**src/rtl/radix2_stage_ctrl_if.sv**
```systemverilog
// Control bundle between the radix-2 stage sequencer and the RAM/ROM/butterfly datapath.
// The sequencer drives everything except start.
interface radix2_stage_ctrl_if #(
  parameter int LOG2N = 4
) ();
  localparam int SW = $clog2(LOG2N);

  logic             start;
  logic             busy;
  logic             done;
  logic [SW-1:0]    stage;
  logic             rd_en;
  logic [LOG2N-1:0] rd_addr1;
  logic [LOG2N-1:0] rd_addr2;
  logic [LOG2N-2:0] tw_addr;
  logic             bf_en;
  logic             en_modify;
  logic             wr_en;
  logic [LOG2N-1:0] wr_addr1;
  logic [LOG2N-1:0] wr_addr2;

  modport master (
    input  start,
    output busy, done, stage, rd_en, rd_addr1, rd_addr2, tw_addr,
           bf_en, en_modify, wr_en, wr_addr1, wr_addr2
  );

  modport slave (
    output start,
    input  busy, done, stage, rd_en, rd_addr1, rd_addr2, tw_addr,
           bf_en, en_modify, wr_en, wr_addr1, wr_addr2
  );
endinterface

```
**src/rtl/radix2_stage_ctrl.sv**
```systemverilog
// In-place radix-2 DIT FFT sequencer: walks LOG2N stages of N/2 butterflies, issues
// read/twiddle addresses, and delays them to the butterfly enable and write-back ports.
module radix2_stage_ctrl #(
  parameter int LOG2N  = 4,
  parameter int RD_LAT = 1
) (
  input  logic               clk,
  input  logic               rst,
  radix2_stage_ctrl_if.master bus
);
  localparam int SW = $clog2(LOG2N);
  localparam int AW = LOG2N;
  localparam int BW = LOG2N - 1;
  localparam int N  = 1 << LOG2N;

  localparam logic [BW-1:0] B_LAST = BW'(N / 2 - 1);
  localparam logic [SW-1:0] S_LAST = SW'(LOG2N - 1);
  localparam logic [1:0]    D_LAST = 2'(RD_LAT);

  typedef enum logic [1:0] {IDLE, RUN, DRAIN, DONE} state_t;

  typedef struct packed {
    logic [AW-1:0] a1;
    logic [AW-1:0] a2;
    logic [BW-1:0] tw;
  } issue_t;

  // Operand pair and twiddle index for butterfly bi of stage st (span = 2^st).
  function automatic issue_t issue_of(input logic [SW-1:0] st, input logic [BW-1:0] bi);
    logic [AW-1:0] span;
    logic [AW-1:0] pos;
    logic [AW-1:0] grp;
    issue_t        r;
    span = AW'(1) << st;
    pos  = AW'(bi) & (span - AW'(1));
    grp  = AW'(bi) >> st;
    r.a1 = (grp << (int'(st) + 1)) | pos;
    r.a2 = r.a1 + span;
    r.tw = BW'(pos << (LOG2N - 1 - int'(st)));
    return r;
  endfunction

  state_t        state;
  logic [SW-1:0] s;
  logic [BW-1:0] b;
  logic [1:0]    dcnt;
  logic          busy_q;
  logic          done_q;
  logic          rd_en_q;
  issue_t        iss_q;

  logic [RD_LAT:0]   vld_pipe;
  logic [RD_LAT-1:0] mod_pipe;
  logic [AW-1:0]     a1_pipe [RD_LAT+1];
  logic [AW-1:0]     a2_pipe [RD_LAT+1];

  // NOTE: sequential state uses non-blocking assignments only, so every register
  // samples the pre-edge value of its neighbours regardless of statement order.
  always_ff @(posedge clk) begin
    if (rst) begin
      state   <= IDLE;
      s       <= '0;
      b       <= '0;
      dcnt    <= '0;
      busy_q  <= 1'b0;
      done_q  <= 1'b0;
      rd_en_q <= 1'b0;
      iss_q   <= '0;
    end else begin
      done_q <= 1'b0;
      case (state)
        IDLE: begin
          if (bus.start) begin
            state   <= RUN;
            s       <= '0;
            b       <= '0;
            busy_q  <= 1'b1;
            rd_en_q <= 1'b1;
            iss_q   <= issue_of('0, '0);
          end
        end
        RUN: begin
          if (b == B_LAST) begin
            state   <= DRAIN;
            dcnt    <= '0;
            rd_en_q <= 1'b0;
          end else begin
            b     <= b + BW'(1);
            iss_q <= issue_of(s, b + BW'(1));
          end
        end
        DRAIN: begin
          // Hold off the next stage until the last write of this one has landed.
          if (dcnt != D_LAST) begin
            dcnt <= dcnt + 2'd1;
          end else if (s != S_LAST) begin
            state   <= RUN;
            s       <= s + SW'(1);
            b       <= '0;
            rd_en_q <= 1'b1;
            iss_q   <= issue_of(s + SW'(1), '0);
          end else begin
            state  <= DONE;
            busy_q <= 1'b0;
            done_q <= 1'b1;
          end
        end
        DONE:    state <= IDLE;
        default: state <= IDLE;
      endcase
    end
  end

  // Valid bits shift every cycle; address slots only advance with a valid entry,
  // so write-back addresses hold their last value while wr_en is low.
  always_ff @(posedge clk) begin
    if (rst) begin
      vld_pipe <= '0;
      mod_pipe <= '0;
      // NOTE: the address slots are a handful of flops, not RAM, so clearing them is
      // cheap and gives the required zero write-back addresses out of reset.
      for (int i = 0; i <= RD_LAT; i++) begin
        a1_pipe[i] <= '0;
        a2_pipe[i] <= '0;
      end
    end else begin
      vld_pipe[0] <= rd_en_q;
      mod_pipe[0] <= rd_en_q && (s == S_LAST);
      for (int i = 1; i <= RD_LAT; i++) vld_pipe[i] <= vld_pipe[i-1];
      for (int i = 1; i < RD_LAT; i++)  mod_pipe[i] <= mod_pipe[i-1];
      if (rd_en_q) begin
        a1_pipe[0] <= iss_q.a1;
        a2_pipe[0] <= iss_q.a2;
      end
      for (int i = 1; i <= RD_LAT; i++) begin
        if (vld_pipe[i-1]) begin
          a1_pipe[i] <= a1_pipe[i-1];
          a2_pipe[i] <= a2_pipe[i-1];
        end
      end
    end
  end

  assign bus.busy      = busy_q;
  assign bus.done      = done_q;
  assign bus.stage     = s;
  assign bus.rd_en     = rd_en_q;
  assign bus.rd_addr1  = iss_q.a1;
  assign bus.rd_addr2  = iss_q.a2;
  assign bus.tw_addr   = iss_q.tw;
  assign bus.bf_en     = vld_pipe[RD_LAT-1];
  assign bus.en_modify = mod_pipe[RD_LAT-1];
  assign bus.wr_en     = vld_pipe[RD_LAT];
  assign bus.wr_addr1  = a1_pipe[RD_LAT];
  assign bus.wr_addr2  = a2_pipe[RD_LAT];
endmodule
```
**src/flat_wrapper.sv**
```systemverilog
// flat-port wrapper written by rule: the top's interface ports become plain ports
module radix2_stage_ctrl_flat 
#(
  parameter int LOG2N  = 4,
  parameter int RD_LAT = 1
)
  (clk, rst, bus_start, bus_busy, bus_done, bus_stage, bus_rd_en, bus_rd_addr1, bus_rd_addr2, bus_tw_addr, bus_bf_en, bus_en_modify, bus_wr_en, bus_wr_addr1, bus_wr_addr2);
  radix2_stage_ctrl_if #(.LOG2N(LOG2N)) bus_i ();
  input  logic clk;
  input  logic rst;
  input wire logic [$bits(bus_i.start)-1:0] bus_start;
  output wire logic [$bits(bus_i.busy)-1:0] bus_busy;
  output wire logic [$bits(bus_i.done)-1:0] bus_done;
  output wire logic [$bits(bus_i.stage)-1:0] bus_stage;
  output wire logic [$bits(bus_i.rd_en)-1:0] bus_rd_en;
  output wire logic [$bits(bus_i.rd_addr1)-1:0] bus_rd_addr1;
  output wire logic [$bits(bus_i.rd_addr2)-1:0] bus_rd_addr2;
  output wire logic [$bits(bus_i.tw_addr)-1:0] bus_tw_addr;
  output wire logic [$bits(bus_i.bf_en)-1:0] bus_bf_en;
  output wire logic [$bits(bus_i.en_modify)-1:0] bus_en_modify;
  output wire logic [$bits(bus_i.wr_en)-1:0] bus_wr_en;
  output wire logic [$bits(bus_i.wr_addr1)-1:0] bus_wr_addr1;
  output wire logic [$bits(bus_i.wr_addr2)-1:0] bus_wr_addr2;
  assign bus_i.start = bus_start;
  assign bus_busy = bus_i.busy;
  assign bus_done = bus_i.done;
  assign bus_stage = bus_i.stage;
  assign bus_rd_en = bus_i.rd_en;
  assign bus_rd_addr1 = bus_i.rd_addr1;
  assign bus_rd_addr2 = bus_i.rd_addr2;
  assign bus_tw_addr = bus_i.tw_addr;
  assign bus_bf_en = bus_i.bf_en;
  assign bus_en_modify = bus_i.en_modify;
  assign bus_wr_en = bus_i.wr_en;
  assign bus_wr_addr1 = bus_i.wr_addr1;
  assign bus_wr_addr2 = bus_i.wr_addr2;
  radix2_stage_ctrl #(.LOG2N(LOG2N), .RD_LAT(RD_LAT)) u_core (.clk(clk), .rst(rst), .bus(bus_i));
endmodule
```
**config.mk**
```make
export PLATFORM = sky130hd
export DESIGN_NAME = radix2_stage_ctrl_flat
export DESIGN_NICKNAME = d
export VERILOG_FILES = /design/src/rtl/radix2_stage_ctrl_if.sv /design/src/rtl/radix2_stage_ctrl.sv /design/src/flat_wrapper.sv
export SDC_FILE = /design/constraint.sdc
export NUM_CORES = 1
export LEC_CHECK = 0
export CAP_MARGIN = 20
export CORE_AREA = 8 8 80 82
export CTS_CLUSTER_DIAMETER = 80
export DETAILED_ROUTE_END_ITERATION = 16
export DIE_AREA = 0 0 88 90
export PLACE_DENSITY = 0.63
export SYNTH_ARGS = -nofsm -noshare
export SYNTH_HDL_FRONTEND = slang
export SYNTH_SLANG_ARGS = --single-unit
```
**constraint.sdc**
```tcl
create_clock -name clk -period 4.5 [get_ports clk]
set_clock_uncertainty 0.2 [all_clocks]
set_input_delay 1.35 -clock clk [delete_from_list [all_inputs] [get_ports clk]]
set_output_delay 1.35 -clock clk [all_outputs]
set_load 0.02 [all_outputs]
```
# ---- Word level (Yosys, flattened, before mapping)
# Memory sizes are Yosys's and may differ from the RTL's.
# Index checks and enable logic that the tools add are counted.
dict set report classes {
  n_mul 0
  reduce_logical 12
  eq_ne 14
  addsub 10
  bitwise 7
  div_mod_pow 0
  shift 8
  n_lt_le_gt_ge 0
  n_mux 43
}
# operator count
set op_table {}
lappend op_table {{$shl 4x32->4} 2}
lappend op_table {{$mux 11} 4}
lappend op_table {{$pmux 11 s3} 1}
lappend op_table {{$shl 1x32->3 const A} 1}
lappend op_table {{$shl 4x32->3} 1}
lappend op_table {{$mux 2} 9}
lappend op_table {{$mux 4} 4}
lappend op_table {{$mux 1} 15}
lappend op_table {{$mux 3} 4}
lappend op_table {{$ne 2x2->1 const B} 5}
lappend op_table {{$reduce_and 5->1} 2}
lappend op_table {{$pmux 3 s3} 1}
lappend op_table {{$add 4x4->4} 2}
lappend op_table {{$ne 2x1->1 const B} 4}
lappend op_table {{$pmux 2 s2} 2}
lappend op_table {{$pmux 2 s4} 1}
lappend op_table {{$reduce_and 4->1} 2}
lappend op_table {{$shl 1x2->4 const A} 2}
lappend op_table {{$add 2x1->3 const B} 2}
lappend op_table {{$eq 2x2->1 const B} 3}
lappend op_table {{$reduce_and 3->1} 2}
lappend op_table {{$sub 2x2->3 const A} 2}
lappend op_table {{$add 2x1->2 const B} 2}
lappend op_table {{$and 3x4->4} 1}
lappend op_table {{other kinds (16)} 20}
dict set report word_totals {
  latch_bits 0
  mem_count 2
  regBits 26
  romBits 0
  ram_bits 16
  wordCells 108
}
# memory words width rd rd_ports_with_merged_regs write_ports line_no
set mem_list {}
lappend mem_list {u_core.a1_pipe 2 4 2 0 2 radix2_stage_ctrl.sv:54} ;# logic [AW-1:0] a1_pipe [RD_LAT+1];
lappend mem_list {u_core.a2_pipe 2 4 2 0 2 radix2_stage_ctrl.sv:55} ;# logic [AW-1:0] a2_pipe [RD_LAT+1];

# ---- Longest topological paths before layout
# Gate-level depths: netlist (run 1).
dict set report depth {
  ltp_word 7
  depth_mapped 12
  depth_no_buf 11
}

# ---- Worst setup path after synthesis (run 1)
# Ideal clock, no wire load.
dict set report synth_path {
  path_kind {register to register}
  from {register u_core.s[1] (netlist: u_core.bus.stage[1])}
  to {register u_core.iss_q (netlist bit u_core.bus.rd_addr2[3])}
  n_path_buf 2
  t_arrival_ps 2943
  t_required_ps 4199
  path_slack_ps 1256
  path_stages_with_launch 12
  cell_sequence {dfxtp_1 clkbuf_1 inv_1 ha_1 clkbuf_1 o41ai_1 ha_1 a21o_1 a21oi_1 a32o_1 a211oi_1 o41ai_1}
}
dict set report synth_via {
  elab_chain_len 7
  word_cells_on_any_way 21
  cone_classes {add/sub: 6; eq/ne: 2; shift: 6; mux: 4; bitwise: 2; reduce/logical: 1}
}
# element line_no
set synth_rtl {}
lappend synth_rtl {{start: declaration} radix2_stage_ctrl.sv:44} ;# logic [SW-1:0] s;
lappend synth_rtl {{start signal: assignment} radix2_stage_ctrl.sv:98} ;# s <= s + SW'(1);
lappend synth_rtl {{$add 2x1->2 / $shl 1x2->4 (equally long branches)} {radix2_stage_ctrl.sv:101, radix2_stage_ctrl.sv:34}}
lappend synth_rtl {{$add 2x1->3 (tied with other cells)} radix2_stage_ctrl.sv:37} ;# r.a1 = (grp << (int'(st) + 1)) | pos;
lappend synth_rtl {{$shl 4x32->4 / $and 3x4->4 (equally long branches)} {radix2_stage_ctrl.sv:37, radix2_stage_ctrl.sv:35}}
lappend synth_rtl {{$add 4x4->4 / $or 4x4->4 (equally long branches)} {radix2_stage_ctrl.sv:38, radix2_stage_ctrl.sv:37}}
lappend synth_rtl {{$mux 11 / $add 4x4->4 (equally long branches)} {radix2_stage_ctrl.sv:96, radix2_stage_ctrl.sv:38}}
lappend synth_rtl {{$mux 11 (on tied branches)} {radix2_stage_ctrl.sv:94, radix2_stage_ctrl.sv:83}}
lappend synth_rtl {{$pmux 11 s3} radix2_stage_ctrl.sv:71} ;# case (state)
lappend synth_rtl {{end signal: assignment} radix2_stage_ctrl.sv:79} ;# iss_q <= issue_of('0, '0);
lappend synth_rtl {{end signal: assignment} radix2_stage_ctrl.sv:89} ;# iss_q <= issue_of(s, b + BW'(1));
lappend synth_rtl {{end signal: assignment} radix2_stage_ctrl.sv:101} ;# iss_q <= issue_of(s + SW'(1), '0);
lappend synth_rtl {{end: declaration} radix2_stage_ctrl.sv:50} ;# issue_t iss_q;
# Parallel ways exist; a longest one is shown, timed or not. The select of a mux whose other input is x is not followed.
# A chain may end at the register's enable or synchronous reset.

# ---- Worst setup path in the final report (run 1)
dict set report layout_path {
  from {register u_core.s[0] (netlist: u_core.bus.stage[0])}
  to {register u_core.iss_q (netlist bit u_core.bus.rd_addr2[3])}
}
# The elaborated chain is that of the path after synthesis.

==> metrics.log, run 1 <==
INFO  metric outcome = completed
INFO  metric cp_capture_type = flip-flop
INFO  metric hold_viol_final = 0
INFO  metric clock_network_latency_to_the_later_pin_of_the_worst_skew_pair = 0.29 ns
INFO  metric critPathRequiredTime = 4.48 ns
INFO  metric number_of_distinct_library_cells_after_synthesis = 49
INFO  metric core_box_area = 5240 um2
INFO  metric num-nets-final = 264
INFO  metric worst_ep_arrival_time = 3.60 ns
INFO  metric fillers = 503
INFO  metric largest_net_degree_at_the_start_of_global_routing = 29
INFO  metric layout.cells.most_common = clkdlybuf4s50_1
INFO  metric clock_tree_from_tritoncts = built
INFO  metric slew-limit-headroom = 56.7%
INFO  metric rr_startpoint = u_core.bus.stage[0]
INFO  metric cp-start-kind = flip-flop
INFO  metric fp.dieArea = 7920 um2
INFO  metric number_of_instances_in_the_synthesized_netlist = 226
INFO  metric timing.final.crit_period = 3.62 ns
INFO  metric postRouteWirelength = 4.21 mm
INFO  metric timing.rr.end = u_core.bus.rd_addr2[3]
INFO  metric number_of_buffers_created_by_cts = 5
INFO  metric htreeDepth = 2
INFO  metric finalSetupTns = 0 ns
INFO  metric fp.dieH = 90 um
INFO  metric timing_worst_slew_pin_value = 0.641 ns
INFO  metric drt-initial-drc-count = 70
INFO  metric post_synthesis_cell_type_with_the_largest_combined_area = dfxtp_1
INFO  metric timing.max_cap.violations = 0
INFO  metric die_width = 88 um
INFO  metric finish.utilization = 49.9%
INFO  metric ant_nets = 0
INFO  metric syn-cell-area = 2250 um2
INFO  metric mostFrequentLayoutCells = clkdlybuf4s50_1, dfxtp_1, nor2b_1, nor2_1, ha_1
INFO  metric yosysSeqAreaShare = 44.5%
INFO  metric post_cts_hold_buffer_count = 0
INFO  metric hold_path_class = reg2reg
INFO  metric termination_of_the_worst_setup_path = u_core.bus.rd_addr2[3]
INFO  metric r2r_cells = 9
INFO  metric synth_enable_flop_cells = 16
INFO  metric critical_path.max_fanout = 17
INFO  metric initial_antenna_violation_count = 0
INFO  metric postSynthAreaPerCell = 9.95 um2
INFO  metric floorplan.initialDensity = 43.0%
INFO  metric synth_top_area_share = 23.1%
INFO  metric share_of_the_clock_period_used_by_the_worst_path_after_layout = 80.4%
INFO  metric yosys_register_bits = 42
INFO  metric place.gp.congestion = 0.859
INFO  metric cts.repair_timing.setup_buffer_count = 0
INFO  metric dr.pass1.iters = 4
INFO  metric post-dp-hpwl = 3.11 mm
INFO  metric post-route-drc-count = 0
INFO  metric crit_path_start = u_core.bus.stage[0]
INFO  metric max_freq = 276 MHz
INFO  metric worst_ir_drop_vdd = 0.322 mV
INFO  metric rsz0062_at_grt = no
INFO  metric num_vias = 1581
INFO  metric r2r_slack = 0.88 ns
INFO  metric finalHoldWorstSlack = 0.256 ns
INFO  metric clkSlewWorstSetupHoldPaths = 0.08 ns
INFO  metric ctsRootBufferMaster = clkbuf_8
INFO  metric cellPowerDensity = 509 nW/um2
INFO  metric first_pass_grt_wire_length = 6.88 mm
INFO  metric final-setup-viol-count = 0
INFO  metric finalMaxSlewViolations = 0
INFO  metric insertedDiodeCount = 0
INFO  metric criticalPathCategory = reg2reg
INFO  metric track_usage = 10.8%
INFO  metric synth_nets = 247
INFO  metric global_route_total_overflow = 0
INFO  metric p_leak = 0.964 nW
INFO  metric ys_flop_type = dfxtp_1
INFO  metric synthTopCellsByArea = dfxtp_1, edfxtp_1, ha_1
INFO  metric layout-area-overhead-vs-synth = 16.2%
INFO  metric numClockSinks = 42
INFO  metric drive_above_1_share = 7.38%
INFO  metric cts_buffer_depth = 2
INFO  metric detail_route.wl_per_cell = 13.3 um
INFO  metric detail_route.vias_per_cell = 5.00
INFO  metric std_cell_rows = 27
INFO  metric grt_pass1_vias = 1449
INFO  metric place.port_buffers = 29
INFO  metric post_cts_resized = 0
INFO  metric io-pin-count = 30
INFO  metric synth.yosys.warnings = 0
INFO  metric asr_flop_ratio_synth = 0%
Yosys cell counts, drive strengths merged, types with 4 or more instances:
master / number
clkbuf: 10
inv: 10
dfxtp: 26
ha: 17
a211oi: 4
nand2: 13
buf: 11
o21ai: 7
edfxtp: 16
a21oi: 15
a22oi: 6
nor2b: 20
nor2: 19
nor3: 7
cell families after synthesis:
logic type | count (synthesis) | share of synthesized area (%)
and+or+nand+nor | 81 | 20.1
xor gates and xnor gates | 3 | 1.17
adders and majority gates | 18 | 10.3
AOI/OAI and AO/OA | 50 | 15.5
DFF | 42 | 44.5
muxes | 1 | 0.445
buffers and inverters | 31 | 7.95
through the flow:
step	power, mW	setup slack [ns]	instance area, um2	std cells
finish	1.33	0.881	2610	316
global route	1.41	0.673	2610	316
CTS	1.34	0.942	2610	316
detailed placement	1.05	0.987	2500	308
global placement	1.04	1.03	2500	308
floorplan	0.926	1.26	2250	226
layer usage:
metal,global-route usage [%],up-vias,routed length [um]
li1,-,817,-
met1,12.5,735,1900
met2,18.1,25,2060
met3,3.09,4,193
met4,4.30,0,55
met5,0,-,0
state kept, by name, indices dropped and copies added (netlist names):
signal,flops
u_core.vld_pipe,2
u_core.bus.rd_addr1,4
u_core.bus.stage,2
u_core.dcnt,2
u_core.bus.tw_addr,3
u_core.bus.en_modify,1
u_core.bus.busy,1
u_core.a2_pipe,8
u_core.bus.rd_en,1
u_core.bus.done,1
u_core.b,3
u_core.a1_pipe,8
u_core.state,2
u_core.bus.rd_addr2,4
worst max-delay path: stages, from the launching register on:
cell      delay (ns)
dfxtp_1         0.64
inv_1           0.25
ha_1            0.46
o41ai_1         0.68
ha_1            0.35
a21o_1          0.17
a21oi_1         0.24
a32o_1          0.21
a211oi_1        0.05
o41ai_1         0.25
worst min path at each step:
stage,startpoint,to,cells after the start,slack (ns)
floorplan,u_core.dcnt[0],u_core.dcnt[0],2,0.27
global placement,u_core.bus.tw_addr[1],u_core.bus.tw_addr[1],2,0.25
detailed placement,u_core.bus.tw_addr[1],u_core.bus.tw_addr[1],2,0.25
CTS,u_core.bus.tw_addr[1],u_core.bus.tw_addr[1],2,0.26
global route,u_core.bus.tw_addr[1],u_core.bus.tw_addr[1],2,0.27
finish,u_core.bus.tw_addr[1],u_core.bus.tw_addr[1],2,0.26
report_power, final:
group	switching, mW	internal, mW
combinational	0.316	0.213
clock	0.122	0.165
sequential	0.0427	0.471
layout make-up:
cell class | count | area, um2 | share of cell area, %
Clock buffer | 6 | 72.6 | 2.78
Clock inverter | 2 | 37.5 | 1.44
Inverter | 10 | 37.5 | 1.44
Multi-Input combinational cell | 153 | 1070 | 40.9
Sequential cell | 42 | 1000 | 38.3
Tap cell | 72 | 90.1 | 3.45
Timing Repair Buffer | 31 | 305 | 11.7
Power figures use the tool's default switching activity.
==> run 2: changes to the inputs <==
--- a/config.mk
+++ b/config.mk
@@ -10,7 +10,7 @@
 export CTS_CLUSTER_DIAMETER = 80
 export DETAILED_ROUTE_END_ITERATION = 16
 export DIE_AREA = 0 0 88 90
-export PLACE_DENSITY = 0.63
+export PLACE_DENSITY = 0.66
 export SYNTH_ARGS = -nofsm -noshare
 export SYNTH_HDL_FRONTEND = slang
 export SYNTH_SLANG_ARGS = --single-unit
==> constraint.sdc (replaced) <==
create_clock -name clk -period 3.2 [get_ports clk]
set_clock_uncertainty 0.2 [all_clocks]
set_input_delay 0.96 -clock clk [delete_from_list [all_inputs] [get_ports clk]]
set_output_delay 0.96 -clock clk [all_outputs]
set_load 0.02 [all_outputs]
==> run 2 against run 1 <==
Register-to-register slack worse by 0.54 ns; wire length rose by 3.1%; sequential share of layout area decreased by 0.79 points; critical path type unchanged; clock power is 14% higher; worst hold slack improved by 0.0013 ns; critical path depth increased by 1.
==> metrics.log, run 2 (synthesized netlist as in run 1, its figures left out) <==
INFO  metric detailed_place.area = 2590 um2 (+3.3%)
INFO  metric die_width = 88 um (unchanged)
INFO  metric finalHoldWorstSlack = 0.257 ns (+0.00129 ns)
INFO  metric number_of_buffers_created_by_cts = 5 (unchanged)
INFO  metric timing.final.crit_period = 2.86 ns (-0.762 ns)
INFO  metric finalSetupTns = 0 ns (unchanged)
INFO  metric core_box_area = 5240 um2 (unchanged)
INFO  metric drt-initial-drc-count = 94 (+34%)
INFO  metric fp.dieArea = 7920 um2 (unchanged)
INFO  metric clkPwrFrac = 17.8% (-3.8 points)
INFO  metric total_switching_power = 691 uW (+44%)
INFO  metric std_cell_rows = 27 (unchanged)
INFO  metric clkSlewWorstSetupHoldPaths = 0.08 ns (about the same)
INFO  metric finalMaxSlewViolations = 0 (unchanged)
INFO  metric cts_buffer_depth = 2 (unchanged)
INFO  metric worst_ep_arrival_time = 2.84 ns (-0.76 ns)
INFO  metric detail_route.vias_per_cell = 5.00 (-0.12%)
INFO  metric r2r_cells = 10 (+1)
INFO  metric hold_path_class = reg2reg
INFO  metric place.gp.congestion = 0.817 (-4.8%)
INFO  metric fillers = 488 (-3.0%)
INFO  metric final-setup-viol-count = 0 (unchanged)
INFO  metric num-nets-final = 274 (+3.8%)
INFO  metric cp_capture_type = flip-flop
INFO  metric post_cts_resized = 0 (unchanged)
INFO  metric final_cells = 326 (+3.2%)
INFO  metric fp.dieH = 90 um (unchanged)
INFO  metric final_design_area_no_fill = 2670 um2 (+2.1%)
INFO  metric share_of_the_clock_period_used_by_the_worst_path_after_layout = 89.3% (+8.9 points)
INFO  metric timing.rr.end = u_core.bus.rd_addr2[3]
INFO  metric drive_above_1_share = 11.4% (+4.0 points)
INFO  metric initial_antenna_violation_count = 0 (unchanged)
INFO  metric rsz0062_at_grt = no
INFO  metric largest_registers = u_core.a1_pipe x8, u_core.a2_pipe x8
INFO  metric critical_path.max_fanout = 4 (-13)
INFO  metric criticalPathCategory = reg2reg
INFO  metric ctsRootBufferMaster = clkbuf_8
INFO  metric htreeDepth = 2 (unchanged)
INFO  metric post_cts_hold_buffer_count = 0 (unchanged)
INFO  metric post-route-drc-count = 0 (unchanged)
INFO  metric post-dp-hpwl = 3.32 mm (+6.8%)
INFO  metric worst-path-stages = 10 (+1)
INFO  metric outcome = completed
INFO  metric mostFrequentLayoutCells = clkdlybuf4s50_1, dfxtp_1, nor2b_1, nor2_1, ha_1
INFO  metric pwr-share-comb = 43.6% (+3.8 points)
INFO  metric cts.repair_timing.setup_buffer_count = 0 (unchanged)
INFO  metric critPathBufInv = 0 (-1)
INFO  metric placedCellCount = 318 (+3.2%)
INFO  metric track_usage = 11.7% (+0.89 points)
INFO  metric num_vias = 1629 (+3.0%)
INFO  metric floorplan.initialDensity = 43.0% (unchanged)
INFO  metric crit_top_cell = ha_1
INFO  metric worst_ir_drop_vdd = 0.353 mV (+9.5%)
INFO  metric first_pass_grt_wire_length = 7.49 mm (+8.9%)
INFO  metric slew-limit-headroom = 62.4% (+5.7 points)
INFO  metric numClockSinks = 42 (unchanged)
INFO  metric seq_area = 1000 um2 (unchanged)
INFO  metric timing.max_cap.violations = 0 (unchanged)
INFO  metric ant_nets = 0 (unchanged)
INFO  metric clock_tree_from_tritoncts = built
INFO  metric detail_route.wl_per_cell = 13.3 um (about the same)
INFO  metric worst_path_max_delay_cell = o41ai_2
INFO  metric layout-area-overhead-vs-synth = 18.6%
INFO  metric area_taken_by_multi_input_logic_gates = 1080 um2 (+0.70%)
INFO  metric clock_network_latency_to_the_later_pin_of_the_worst_skew_pair = 0.29 ns (about the same)
INFO  metric io-pin-count = 30 (unchanged)
INFO  metric cp-start-kind = flip-flop
INFO  metric cellPowerDensity = 691 nW/um2 (+36%)
INFO  metric termination_of_the_worst_setup_path = u_core.bus.rd_addr2[3]
INFO  metric path_delay_family = compound AO/OA/AOI/OAI gates
INFO  metric gr_met2_demand_resource = 18.8% (+0.75 points)
INFO  metric timing_worst_slew_pin_value = 0.564 ns (-0.0766 ns)
INFO  metric finish.utilization = 51.0% (+1.1 points)
INFO  metric hold_viol_final = 0 (unchanged)
INFO  metric critPathRequiredTime = 3.18 ns (-1.30 ns)
INFO  metric internal-power = 1.15 mW (+36%)
INFO  metric global_route_total_overflow = 0 (unchanged)
INFO  metric r2r_slack = 0.34 ns (-0.54 ns)
INFO  metric p_leak = 1.01 nW (+4.8%)
INFO  metric postRouteWirelength = 4.34 mm (+3.1%)
INFO  metric layout.cells.most_common = clkdlybuf4s50_1
INFO  metric place.port_buffers = 29 (unchanged)
INFO  metric dr.pass1.iters = 5 (+1)
INFO  metric worst_path_largest_cell_delay = 0.37 ns (-0.31 ns)
INFO  metric gr-usage-met3 = 2.91% (-0.18 points)
INFO  metric rr_startpoint = u_core.b[0]
INFO  metric crit_path_start = u_core.b[0]
INFO  metric power.sequential.fraction = 38.6% (about the same)
INFO  metric crit_path_cell_trace = ha_1 > ha_1 > a21oi_1 > o41ai_2 > ha_1 > a21o_1 > a21oi_1 > nor3b_1 > a211oi_1 > o41ai_1
INFO  metric max_freq = 350 MHz (+27%)
INFO  metric grt_use_met1 = 14.4% (+2.0 points)
INFO  metric largest_net_degree_at_the_start_of_global_routing = 19 (-34%)
INFO  metric sw_frac_of_total = 37.4% (+1.3 points)
INFO  metric insertedDiodeCount = 0 (unchanged)
INFO  metric top_usage_layer = met2
INFO  metric grt_pass1_vias = 1592 (+9.9%)
-- run 2: changes by cell type in the layout (fill, tap and decap cells not counted) --
cell,before,now
buf_4,2,12
bufinv_16,1,0
o41ai_2,0,1
clkinvlp_4,1,0
clkinv_2,0,2
o41ai_1,2,1
-- run 2: routing by layer --
| layer | share of wire [%] | routed length, um |
|---|---|---|
| met4 | 1.5 | 65 |
| met3 | 5.6 | 245 |
| met1 | 45 | 1960 |
| met5 | 0 | 0 |
| met2 | 48 | 2070 |
-- run 2: worst min-delay path, delay by kind of cell (launching register included) --
family           cells  cell delay (ns)
AO/OA/AOI/OAI        1             0.05
flip-flops           1             0.32
AND/OR/NAND/NOR      1             0.05
-- run 2: how the worst min path moves through the flow --
stage                     startpoint  slack [ns]                     to  depth (start not counted)
6_report       u_core.bus.tw_addr[1]        0.26  u_core.bus.tw_addr[1]                          2
5_1_grt        u_core.bus.tw_addr[1]        0.27  u_core.bus.tw_addr[1]                          2
2_1_floorplan         u_core.dcnt[0]        0.27         u_core.dcnt[0]                          2
4_1_cts        u_core.bus.tw_addr[1]        0.26  u_core.bus.tw_addr[1]                          2
3_5_place_dp   u_core.bus.tw_addr[1]        0.25  u_core.bus.tw_addr[1]                          2
3_3_place_gp   u_core.bus.tw_addr[1]        0.25  u_core.bus.tw_addr[1]                          2
-- run 2: layout make-up --
class                           count  share of cell area [%]
Multi-Input combinational cell    153                    40.4
Sequential cell                    42                    37.5
Timing Repair Buffer               41                    14.3
Tap cell                           72                    3.38
Clock buffer                        6                    2.72
Inverter                           10                    1.41
Clock inverter                      2                   0.375
-- run 2: power by group through the flow --
stage / Combinational (mW) / Clock [mW] / Sequential, mW
2_1_floorplan: 0.552 / 0 / 0.754
3_3_place_gp: 0.797 / 0 / 0.720
3_5_place_dp: 0.804 / 0 / 0.725
4_1_cts: 0.812 / 0.341 / 0.713
5_1_grt: 0.891 / 0.359 / 0.726
6_report: 0.805 / 0.328 / 0.712
-- run 2: stage by stage --
step	setup slack, ns	power [mW]
2_1_floorplan	0.0570	1.31
3_3_place_gp	0.178	1.52
3_5_place_dp	0.144	1.53
4_1_cts	0.304	1.87
5_1_grt	0.113	1.98
6_report	0.343	1.85
==> RTL edit (config.mk and constraints of run 2) <==
`RD_LAT` is set to 1 in 2 places; all go to 2.
--- a/src/rtl/radix2_stage_ctrl.sv
+++ b/src/rtl/radix2_stage_ctrl.sv
@@ -4,3 +4,3 @@
   parameter int LOG2N  = 4,
-  parameter int RD_LAT = 1
+  parameter int RD_LAT = 2
 ) (
--- a/src/flat_wrapper.sv
+++ b/src/flat_wrapper.sv
@@ -4,3 +4,3 @@
   parameter int LOG2N  = 4,
-  parameter int RD_LAT = 1
+  parameter int RD_LAT = 2
 )
Check against the original RTL: not equivalent (a bounded check fails within 4 cycles, from zero or initial values and one cycle with rst high).
==> RTL edit against run 2 <==
  * Critical endpoint unchanged
  * Cell area increased by 16%
  * Hold slack got worse by 0.0027 ns
  * Wire length increased by 16%
  * Worst setup slack got worse by 0.12 ns
  * Total power increased by 11%
  * Largest cell class is now registers
  * Sequential cell count increased by 10
  * Die area unchanged
  * Count of clock-buffer cells in the layout unchanged
  * Synthesized area increased by 17%
  * Non-clock buffer count decreased by 2
==> RTL edit: results (changes against run 2) <==
Status
The run finished with clean final reports.

Placed design
The standard cell area after detailed placement is 2970 um^2 (+15%). The total placed cells including tap cells is 349 (+9.7%). The last weighted congestion value of the routability-driven placer is 0.858 (+5.0%).

The HPWL after detailed placement is 3.63 mm (+9.3%). The worst slack at placement was 0.192 ns (+0.0479 ns).

Synth
The number of synthesized flops with an enable pin is 24 (+8). The commonest cells after synthesis are sky130_fd_sc_hd__dfxtp_1, sky130_fd_sc_hd__and2_1, sky130_fd_sc_hd__edfxtp_1. Sorting the synthesized cells by area gives the leading types as sky130_fd_sc_hd__edfxtp_1, sky130_fd_sc_hd__dfxtp_1, sky130_fd_sc_hd__ha_1. The register bit total from synthesis is 52 (+24%). The portion of netlist area occupied by mux cells is 0.428% (-0.017 points). The net count of the mapped netlist is 279 (+13%).

The adder and majority cell fraction of the synthesized area is 8.84% (-1.5 points). The area share of xor/xnor cells in the synthesized design is 0.999% (-0.17 points). The average size of a mapped cell is 10.2 um^2 (+2.5%). The post-synthesis compound-gate area fraction is 15.3% (-0.15 points).

Drt
The overall routed net length is 5.03 mm (+16%). The antenna violation net count after detailed routing was 0 (unchanged). The average wire per standard cell is 14.1 um (+5.7%). The number of DRC markers after the initial detailed-route iteration was 56 (-40%).

GRT
The global routing usage on met2 is 22.3% (+3.5 points). The via count of the first global-routing pass is 1815 (+14%). The global routing usage on met1 is 15.6% (+1.1 points). The largest net degree at the start of global routing is 25 (+6). The global-route wire length before repair is 8.37 mm (+12%).

Timing
The actual slew at the worst max-slew pin is 0.604 ns (+0.0402 ns).

Pwr
The peak supply drop came to 0.000475 V (+35%). The leakage power is 1.21 nW (+20%).

Final layout
The area growth from synthesis to layout is 17.6%. The number of fillers in the final layout is 452 (-7.4%). The share of cells above drive strength 1 is 10.2% (-1.2 points). The net total in the final layout is 305 (+11%).

Clocking
The clock transition at the register clock pins on the worst setup and hold paths after CTS was 0.10 ns (+0.02 ns).

Worst setup path
The critical path data arrival time was 2.98 ns (+0.14 ns).
[RTL edit: kinds of logic (layout without fill, tap and decap cells)]
kind of cell               after synthesis  in the layout
and+or+nand+nor                         97             97
AOI/OAI and AO/OA                       54             54
DFF                                     52             52
buffers and inverters                   33             60
adders and majority gates               18             18
xor gates and xnor gates                 3              3
muxes                                    1              1
[RTL edit: layout make-up]
class,instances,area (um^2),share of cell area [%]
repair buffers,39,365,11.8
clock buffers,6,82.6,2.67
flip-flops and latches,52,1280,41.4
clock inverters,2,38.8,1.25
well taps,72,90.1,2.91
inverters,13,48.8,1.58
multi-input cells,173,1190,38.4
[RTL edit: critical path, cell delays in order (launching register included)]
cell and delay [ns]:
sky130_fd_sc_hd__dfxtp_1 0.50, sky130_fd_sc_hd__inv_1 0.10, sky130_fd_sc_hd__ha_1 0.33, sky130_fd_sc_hd__o41ai_2 0.53, sky130_fd_sc_hd__ha_1 0.32, sky130_fd_sc_hd__a21o_1 0.18, sky130_fd_sc_hd__a21oi_1 0.24, sky130_fd_sc_hd__nor3b_1 0.09
sky130_fd_sc_hd__a211oi_1 0.30, sky130_fd_sc_hd__o41ai_2 0.09
[RTL edit: final timing paths]
| path | slack [ns] | end | startpoint | cells past startpoint |
|---|---|---|---|---|
| min reg2reg | 0.25 | u_core.mod_pipe[1]$_SDFF_PP0_ | u_core.mod_pipe[0]$_SDFF_PP0_ | 1 |
| max | 0.22 | u_core.bus.rd_addr2[3]$_SDFFE_PP0P_ | u_core.bus.stage[1]$_SDFFE_PP0P_ | 9 |
| max reg2reg | 0.22 | u_core.bus.rd_addr2[3]$_SDFFE_PP0P_ | u_core.bus.stage[1]$_SDFFE_PP0P_ | 9 |
| min | 0.25 | u_core.mod_pipe[1]$_SDFF_PP0_ | u_core.mod_pipe[0]$_SDFF_PP0_ | 1 |
[RTL edit: report_power, final]
part	switching (mW)	internal, mW
sequential	0.0476	0.809
clock	0.223	0.256
combinational	0.422	0.282
total	0.693	1.35
[RTL edit: per-layer routing]
| metal | vias up | part of all wire (%) |
|---|---|---|
| met5 | - | 0 |
| met4 | 0 | 1.6 |
| met3 | 9 | 4.3 |
| met2 | 36 | 49 |
| met1 | 832 | 45 |
| li1 | 937 | - |
